===== config.mk =====
export PLATFORM = sky130hd
export DESIGN_NAME = rtc_bus_reader_flat
export DESIGN_NICKNAME = d
export VERILOG_FILES = /design/src/rtl/rtc_bus_reader_if.sv /design/src/rtl/rtc_bus_reader.sv /design/src/flat_wrapper.sv
export SDC_FILE = /design/constraint.sdc
export NUM_CORES = 1
export LEC_CHECK = 0
export ABC_AREA = 1
export BUFFER_PORTS_ARGS = -buffer_cell sky130_fd_sc_hd__buf_4
export CAP_MARGIN = 20
export CORE_MARGIN = 10
export CORE_UTILIZATION = 50
export CTS_CLUSTER_DIAMETER = 200
export DETAILED_ROUTE_END_ITERATION = 8
export PLACE_DENSITY = 0.79
export SLEW_MARGIN = 40
export SYNTH_ARGS = -nofsm -noshare
export SYNTH_HDL_FRONTEND = slang
export SYNTH_SLANG_ARGS = --single-unit

===== constraint.sdc =====
create_clock -name clk -period 1.8 [get_ports clk]
set_clock_uncertainty 0.2 [all_clocks]
set_input_delay 0.18 -clock clk [delete_from_list [all_inputs] [get_ports clk]]
set_output_delay 0.18 -clock clk [all_outputs]
set_load 0.01 [all_outputs]

===== src/rtl/rtc_bus_reader_if.sv =====
// Bus bundle between the controller side and the RTC read sequencer.
// The sequencer is the slave; whoever issues reads and owns the pad is the master.
interface rtc_bus_reader_if;
    logic       start;
    logic [7:0] addr;
    logic [7:0] ad_in;
    logic [7:0] ad_out;
    logic       ad_oe;
    logic       cs_n;
    logic       wr_n;
    logic       rd_n;
    logic       a_d;
    logic       busy;
    logic       done;
    logic [7:0] data_out;

    modport master (
        output start, addr, ad_in,
        input  ad_out, ad_oe, cs_n, wr_n, rd_n, a_d, busy, done, data_out
    );

    modport slave (
        input  start, addr, ad_in,
        output ad_out, ad_oe, cs_n, wr_n, rd_n, a_d, busy, done, data_out
    );
endinterface


===== src/rtl/rtc_bus_reader.sv =====
// Read sequencer for the RTC multiplexed AD bus: address phase with WR_n strobe,
// bus turnaround, then an RD_n pulse whose last cycle captures the returned byte.
module rtc_bus_reader #(
    parameter int unsigned T_SETUP = 2,
    parameter int unsigned T_PULSE = 4,
    parameter int unsigned T_HOLD  = 2,
    parameter int unsigned T_TURN  = 2,
    parameter int unsigned CNT_W   = 4
) (
    input logic             clk,
    input logic             reset_n,
    rtc_bus_reader_if.slave bus
);

    typedef enum logic [2:0] {
        StIdle, StAsetup, StAwr, StAhold, StTurn, StDrd, StFinish
    } state_e;

    localparam logic [CNT_W-1:0] SetupLast = CNT_W'(T_SETUP - 1);
    localparam logic [CNT_W-1:0] PulseLast = CNT_W'(T_PULSE - 1);
    localparam logic [CNT_W-1:0] HoldLast  = CNT_W'(T_HOLD - 1);
    localparam logic [CNT_W-1:0] TurnLast  = CNT_W'(T_TURN - 1);

    state_e           state_q;
    logic [CNT_W-1:0] cnt_q;
    logic [7:0]       ad_out_q;
    logic [7:0]       data_q;
    logic             ad_oe_q;
    logic             cs_n_q;
    logic             wr_n_q;
    logic             rd_n_q;
    logic             a_d_q;
    logic             busy_q;
    logic             done_q;

    // Outputs are set on the edge that enters a state, so they are valid for its whole span.
    always_ff @(posedge clk or negedge reset_n) begin
        if (!reset_n) begin
            state_q  <= StIdle;
            cnt_q    <= '0;
            ad_out_q <= 8'h00;
            data_q   <= 8'h00;
            ad_oe_q  <= 1'b0;
            cs_n_q   <= 1'b1;
            wr_n_q   <= 1'b1;
            rd_n_q   <= 1'b1;
            a_d_q    <= 1'b1;
            busy_q   <= 1'b0;
            done_q   <= 1'b0;
        end else begin
            done_q <= 1'b0;
            unique case (state_q)
                StIdle: begin
                    if (bus.start) begin
                        state_q  <= StAsetup;
                        cnt_q    <= '0;
                        ad_out_q <= bus.addr;
                        ad_oe_q  <= 1'b1;
                        cs_n_q   <= 1'b0;
                        a_d_q    <= 1'b0;
                        busy_q   <= 1'b1;
                    end
                end
                StAsetup: begin
                    if (cnt_q == SetupLast) begin
                        state_q <= StAwr;
                        cnt_q   <= '0;
                        wr_n_q  <= 1'b0;
                    end else begin
                        cnt_q <= cnt_q + 1'b1;
                    end
                end
                StAwr: begin
                    if (cnt_q == PulseLast) begin
                        state_q <= StAhold;
                        cnt_q   <= '0;
                        wr_n_q  <= 1'b1;
                    end else begin
                        cnt_q <= cnt_q + 1'b1;
                    end
                end
                StAhold: begin
                    if (cnt_q == HoldLast) begin
                        state_q <= StTurn;
                        cnt_q   <= '0;
                        ad_oe_q <= 1'b0;
                        a_d_q   <= 1'b1;
                    end else begin
                        cnt_q <= cnt_q + 1'b1;
                    end
                end
                StTurn: begin
                    if (cnt_q == TurnLast) begin
                        state_q <= StDrd;
                        cnt_q   <= '0;
                        rd_n_q  <= 1'b0;
                    end else begin
                        cnt_q <= cnt_q + 1'b1;
                    end
                end
                StDrd: begin
                    // Only the value present at the edge ending the strobe is trusted.
                    if (cnt_q == PulseLast) begin
                        state_q <= StFinish;
                        cnt_q   <= '0;
                        rd_n_q  <= 1'b1;
                        cs_n_q  <= 1'b1;
                        data_q  <= bus.ad_in;
                        done_q  <= 1'b1;
                    end else begin
                        cnt_q <= cnt_q + 1'b1;
                    end
                end
                StFinish: begin
                    state_q <= StIdle;
                    cnt_q   <= '0;
                    busy_q  <= 1'b0;
                end
                default: begin
                    state_q <= StIdle;
                    cnt_q   <= '0;
                end
            endcase
        end
    end

    assign bus.ad_out   = ad_out_q;
    assign bus.ad_oe    = ad_oe_q;
    assign bus.cs_n     = cs_n_q;
    assign bus.wr_n     = wr_n_q;
    assign bus.rd_n     = rd_n_q;
    assign bus.a_d      = a_d_q;
    assign bus.busy     = busy_q;
    assign bus.done     = done_q;
    assign bus.data_out = data_q;

endmodule


===== src/flat_wrapper.sv =====
// flat-port wrapper written by rule: the top's interface ports become plain ports
module rtc_bus_reader_flat 
#(
    parameter int unsigned T_SETUP = 2,
    parameter int unsigned T_PULSE = 4,
    parameter int unsigned T_HOLD  = 2,
    parameter int unsigned T_TURN  = 2,
    parameter int unsigned CNT_W   = 4
)
  (clk, reset_n, bus_start, bus_addr, bus_ad_in, bus_ad_out, bus_ad_oe, bus_cs_n, bus_wr_n, bus_rd_n, bus_a_d, bus_busy, bus_done, bus_data_out);
  rtc_bus_reader_if bus_i ();
  input logic clk;
  input logic reset_n;
  input wire logic [$bits(bus_i.start)-1:0] bus_start;
  input wire logic [$bits(bus_i.addr)-1:0] bus_addr;
  input wire logic [$bits(bus_i.ad_in)-1:0] bus_ad_in;
  output wire logic [$bits(bus_i.ad_out)-1:0] bus_ad_out;
  output wire logic [$bits(bus_i.ad_oe)-1:0] bus_ad_oe;
  output wire logic [$bits(bus_i.cs_n)-1:0] bus_cs_n;
  output wire logic [$bits(bus_i.wr_n)-1:0] bus_wr_n;
  output wire logic [$bits(bus_i.rd_n)-1:0] bus_rd_n;
  output wire logic [$bits(bus_i.a_d)-1:0] bus_a_d;
  output wire logic [$bits(bus_i.busy)-1:0] bus_busy;
  output wire logic [$bits(bus_i.done)-1:0] bus_done;
  output wire logic [$bits(bus_i.data_out)-1:0] bus_data_out;
  assign bus_i.start = bus_start;
  assign bus_i.addr = bus_addr;
  assign bus_i.ad_in = bus_ad_in;
  assign bus_ad_out = bus_i.ad_out;
  assign bus_ad_oe = bus_i.ad_oe;
  assign bus_cs_n = bus_i.cs_n;
  assign bus_wr_n = bus_i.wr_n;
  assign bus_rd_n = bus_i.rd_n;
  assign bus_a_d = bus_i.a_d;
  assign bus_busy = bus_i.busy;
  assign bus_done = bus_i.done;
  assign bus_data_out = bus_i.data_out;
  rtc_bus_reader #(.T_SETUP(T_SETUP), .T_PULSE(T_PULSE), .T_HOLD(T_HOLD), .T_TURN(T_TURN), .CNT_W(CNT_W)) u_core (.clk(clk), .reset_n(reset_n), .bus(bus_i));
endmodule

==> metrics.md <==
| Metric | Value |
|---|---|
| Clk slew on worst S/H paths | `0.10 ns` |
| Final core utilization | `between 70 and 80%` |
| CTS tree | `yes` |
| Post-cts sizing count | `0` |
| Slew Limit Fails | `0` |
| Tcrit/Tclk final | `91.44%` |
| Largest family of logic cells by synthesized area | `simple AND/OR/NAND/NOR gates` |
| Post-DR vias/cell | `4.849` |
| Critical Path Max Stage Delay | `between 0.4 and 0.5 ns` |
| First-pass GRT wire length | `approximately 5900 um` |
| Total number of vias | `around 1300` |
| Final WL | `roughly 3700 um` |
| Peak VDD IR | `approximately 0.0012 V` |
| Synthesis-stage register bit count | `30` |
| Std-Cell Rows | `18` |
| Mapped cell area | `around 1400 um^2` |
| Yosys Warn Count | `0` |
| Initial DRT Pass Iterations | `4` |
| Remaining Overflow, GRT | `0` |
| Synth-to-Final Area Change | `44.35%` |
| Hold Crit Class | `input pin to asynchronous set/reset pin` |
| P_leak | `around 1.0 nW` |
| Minimum clock period | `roughly 1.6 ns` |
| CP endpoint kind | `flip-flop` |
| Worst-margin pin slew | `0.3684 ns` |
| Overall power | `roughly 3.3 mW` |
| Final #Nets | `249` |
| GRT Total Usage | `roughly 14%` |
| Core Box Area | `2522 um^2` |
| Max Clk Rate | `roughly 0.61 GHz` |
| Final worst slack | `0.1541 ns` |
| Layout cells sized above 1 | `a little under a third` |
| IO Port Bufs | `between 40 and 50` |
| Crit path required time | `approximately 1.8 ns` |
| Pin count of the biggest net entering global routing | `31` |
| Grt met1 use | `13.59%` |
| Post-Synth Adder-Cell Area | `under 10%` |
| Avg Cell Area, Syn | `between 8 and 9 um^2` |
| Antenna Cells | `0` |
| Relative slew slack | `approximately 75%` |
| Die height | `~72 um` |
| Gr busiest metal | `met2` |
| CP Launch Type | `flip-flop` |
| M3 GR Usage | `about 6.3%` |
| Setup_tns | `0 ns` |
| Crit path DAT | `~1.7 ns` |
| Mapped Cells | `between 150 and 200` |
| Antenna violations before repair | `0` |
| Slowest cell on crit path | `dfrtp_1` |
| Multiplexer area fraction after synthesis | `0%` |
| Longest Clk Path Bufs | `2` |
| TritonCTS Sinks | `30` |
| Maximum fanout along the worst path | `5` |
| Clock latency at the later pin of the worst-skew pair | `0.34 ns` |
| Syn Nets | `182` |
| Initial Util | `a little over half` |
| Crit path cell chain | `inv_1 -> ha_1 -> nand2_1 -> nand2_1 -> nand2_2 -> nor2_4 -> nand2_2 -> nand2_1 -> nand2_1` |
| Post-Synth XOR/XNOR Area | `approximately 1.3%` |
| Number of global-route vias before repair | `1320` |
| WS Path Type | `flip-flop to flip-flop` |
| Unique masters post-synth | `22` |
| Final ANT Viol Nets | `0` |
| Top Ports | `42` |
| DRT iter0 DRCs | `90` |
| Final HPWL DP | `around 2500 um` |
| M2 GR Usage | `25.39%` |
| Root buf cell | `clkbuf_4` |
| Die Span X | `~70 um` |
| Hold Vio Cnt, Final | `0` |
| Sequential share of the synthesized area | `approximately 56%` |
| Area contributors post-synth | `dfrtp_1 48%, nand2_1 20%, dfstp_2 7.8%` |
| Synth top area share | `between 40 and 50%` |
| CP dominant cell by count | `nand2_1` |
| Wire per inst | `about 14 um` |
| Pre-CTS setup slack | `0.2016 ns` |
| MaxCap Viol Count | `0` |
| PD cells | `between 1500 and 2000 nW/um^2` |
| Compound-Gate Fraction of Synth Area | `approximately 4.9%` |
| Die Footprint | `5182 um^2` |
| Yosys top cell by area | `dfrtp_1` |
| Remaining DRCs | `0` |
| Num CTS Buffers | `5` |
| Post-synthesis simple-gate area fraction | `31.57%` |
| Number of fill cells | `around 160` |
| RSZ-0062 raised after global routing | `no` |
| # setup viols final | `0` |
| Post-CTS setup buffer count | `0` |
| Routability cong. | `0.8687` |
| Outcome | `finished clean` |
| # H-tree levels | `2` |
-- stage by stage --
stage	instance area, um^2	instances	hold WS (ns)
finish	1951	259	0.08541
global route	1951	259	0.1084
CTS	1951	259	0.1012
detailed placement	1707	233	-0.07156
global placement	1707	233	-0.07716
floorplan	1351	161	-0.3156
-- what timing repair did --
action | 4_1_cts | 5_1_grt
endpoints found under the hold margin | 47 | 0
hold buffers | 18 | 0
endpoints found under the setup margin | 0 | 0
-- area by class of cell --
cell class / count / area [um^2] / share of cell area [%]
clock buffers: 6 / 51.30 / 2.630
clock inverters: 2 / 12.51 / 0.6414
inverters: 14 / 55.05 / 2.822
multi-input cells: 116 / 535.5 / 27.45
flip-flops and latches: 30 / 755.7 / 38.74
repair buffers: 61 / 503.0 / 25.79
well taps: 30 / 37.54 / 1.924
-- report_power, final --
part | internal, mW | switching [mW] | leakage (nW)
Clock | 0.187 | 0.247 | 0.0343
Combinational | 0.692 | 0.903 | 0.641
Sequential | 1.00 | 0.221 | 0.360
Total | 1.88 | 1.37 | 1.03
-- cells by family after synthesis --
kind of cell	count (synthesis)
adder cells (fa/ha/maj)	2
AO/OA/AOI/OAI	12
flip-flops	30
AND/OR/NAND/NOR	100
buffers and inverters	15
XOR/XNOR	2
-- cell usage after synthesis --
cell type,number
nand3_1,7
inv_1,10
o211ai_1,1
nor2_4,2
nand4_1,1
nor2_1,8
ha_1,2
nand2_1,73
buf_2,1
nor2_2,1
dfstp_2,4
a21oi_1,3
inv_2,3
dfrtp_1,26
o21ai_2,1
nand2_2,6
inv_4,1
xor2_1,2
o21ai_0,3
o21ai_1,4
nor3_1,1
nand3_2,1
-- routing by layer --
metal	wire [um]	share of wire [%]
met1	1432	39
met5	0	0
met2	1851	50
met4	107	2.9
met3	279	7.6
-- sequential cells by signal, summed over array words and instances (netlist names) --
register             count
u_core.bus.a_d           1
u_core.bus.ad_oe         1
u_core.bus.ad_out        8
u_core.bus.busy          1
u_core.bus.cs_n          1
u_core.bus.data_out      8
u_core.bus.done          1
u_core.bus.rd_n          1
u_core.bus.wr_n          1
u_core.cnt_q             4
u_core.state_q           3
-- critical path: cells and delay by family, from the launching register on --
kind          cells  cell delay (ns)
fa+ha+maj         1             0.17
flops             1             0.43
simple gates      7             0.67
buf+inv           1             0.07
-- layout by cell type, fill, tap and decap left out --
cell type and count:
nand3_2 1, inv_1 10, inv_4 1, o211ai_1 1, clkbuf_8 1, clkinv_2 1
xor2_1 2, nand3_1 7, a21oi_1 3, nor2_2 1, nand4_1 1, clkinvlp_4 1
dfrtp_1 26, dlygate4sd3_1 18, o21ai_2 1, o21ai_0 3, nor2_1 8, dfstp_2 4
nand2_1 73, o21ai_1 4, nor2_4 2, nand2_2 6, buf_4 43, nor3_1 1
ha_1 2, clkbuf_4 5, inv_2 3
-- worst paths after layout --
path	depth (start not counted)	from	slack, ns	endpoint
worst max-delay path	9	u_core.cnt_q[1]$_DFFE_PN0P_	0.15	u_core.state_q[1]$_DFFE_PN0P_
worst min-delay path	2	reset_n	0.09	u_core.cnt_q[3]$_DFFE_PN0P_
worst max register to register	9	u_core.cnt_q[1]$_DFFE_PN0P_	0.15	u_core.state_q[1]$_DFFE_PN0P_
worst min register to register	2	u_core.bus.wr_n$_DFFE_PN1P_	0.27	u_core.bus.wr_n$_DFFE_PN1P_
max in group asynchronous	2	reset_n	1.00	u_core.bus.a_d$_DFFE_PN1P_
min in group clk	2	u_core.bus.wr_n$_DFFE_PN1P_	0.27	u_core.bus.wr_n$_DFFE_PN1P_
Note: power is estimated with default switching activity, not from simulation.
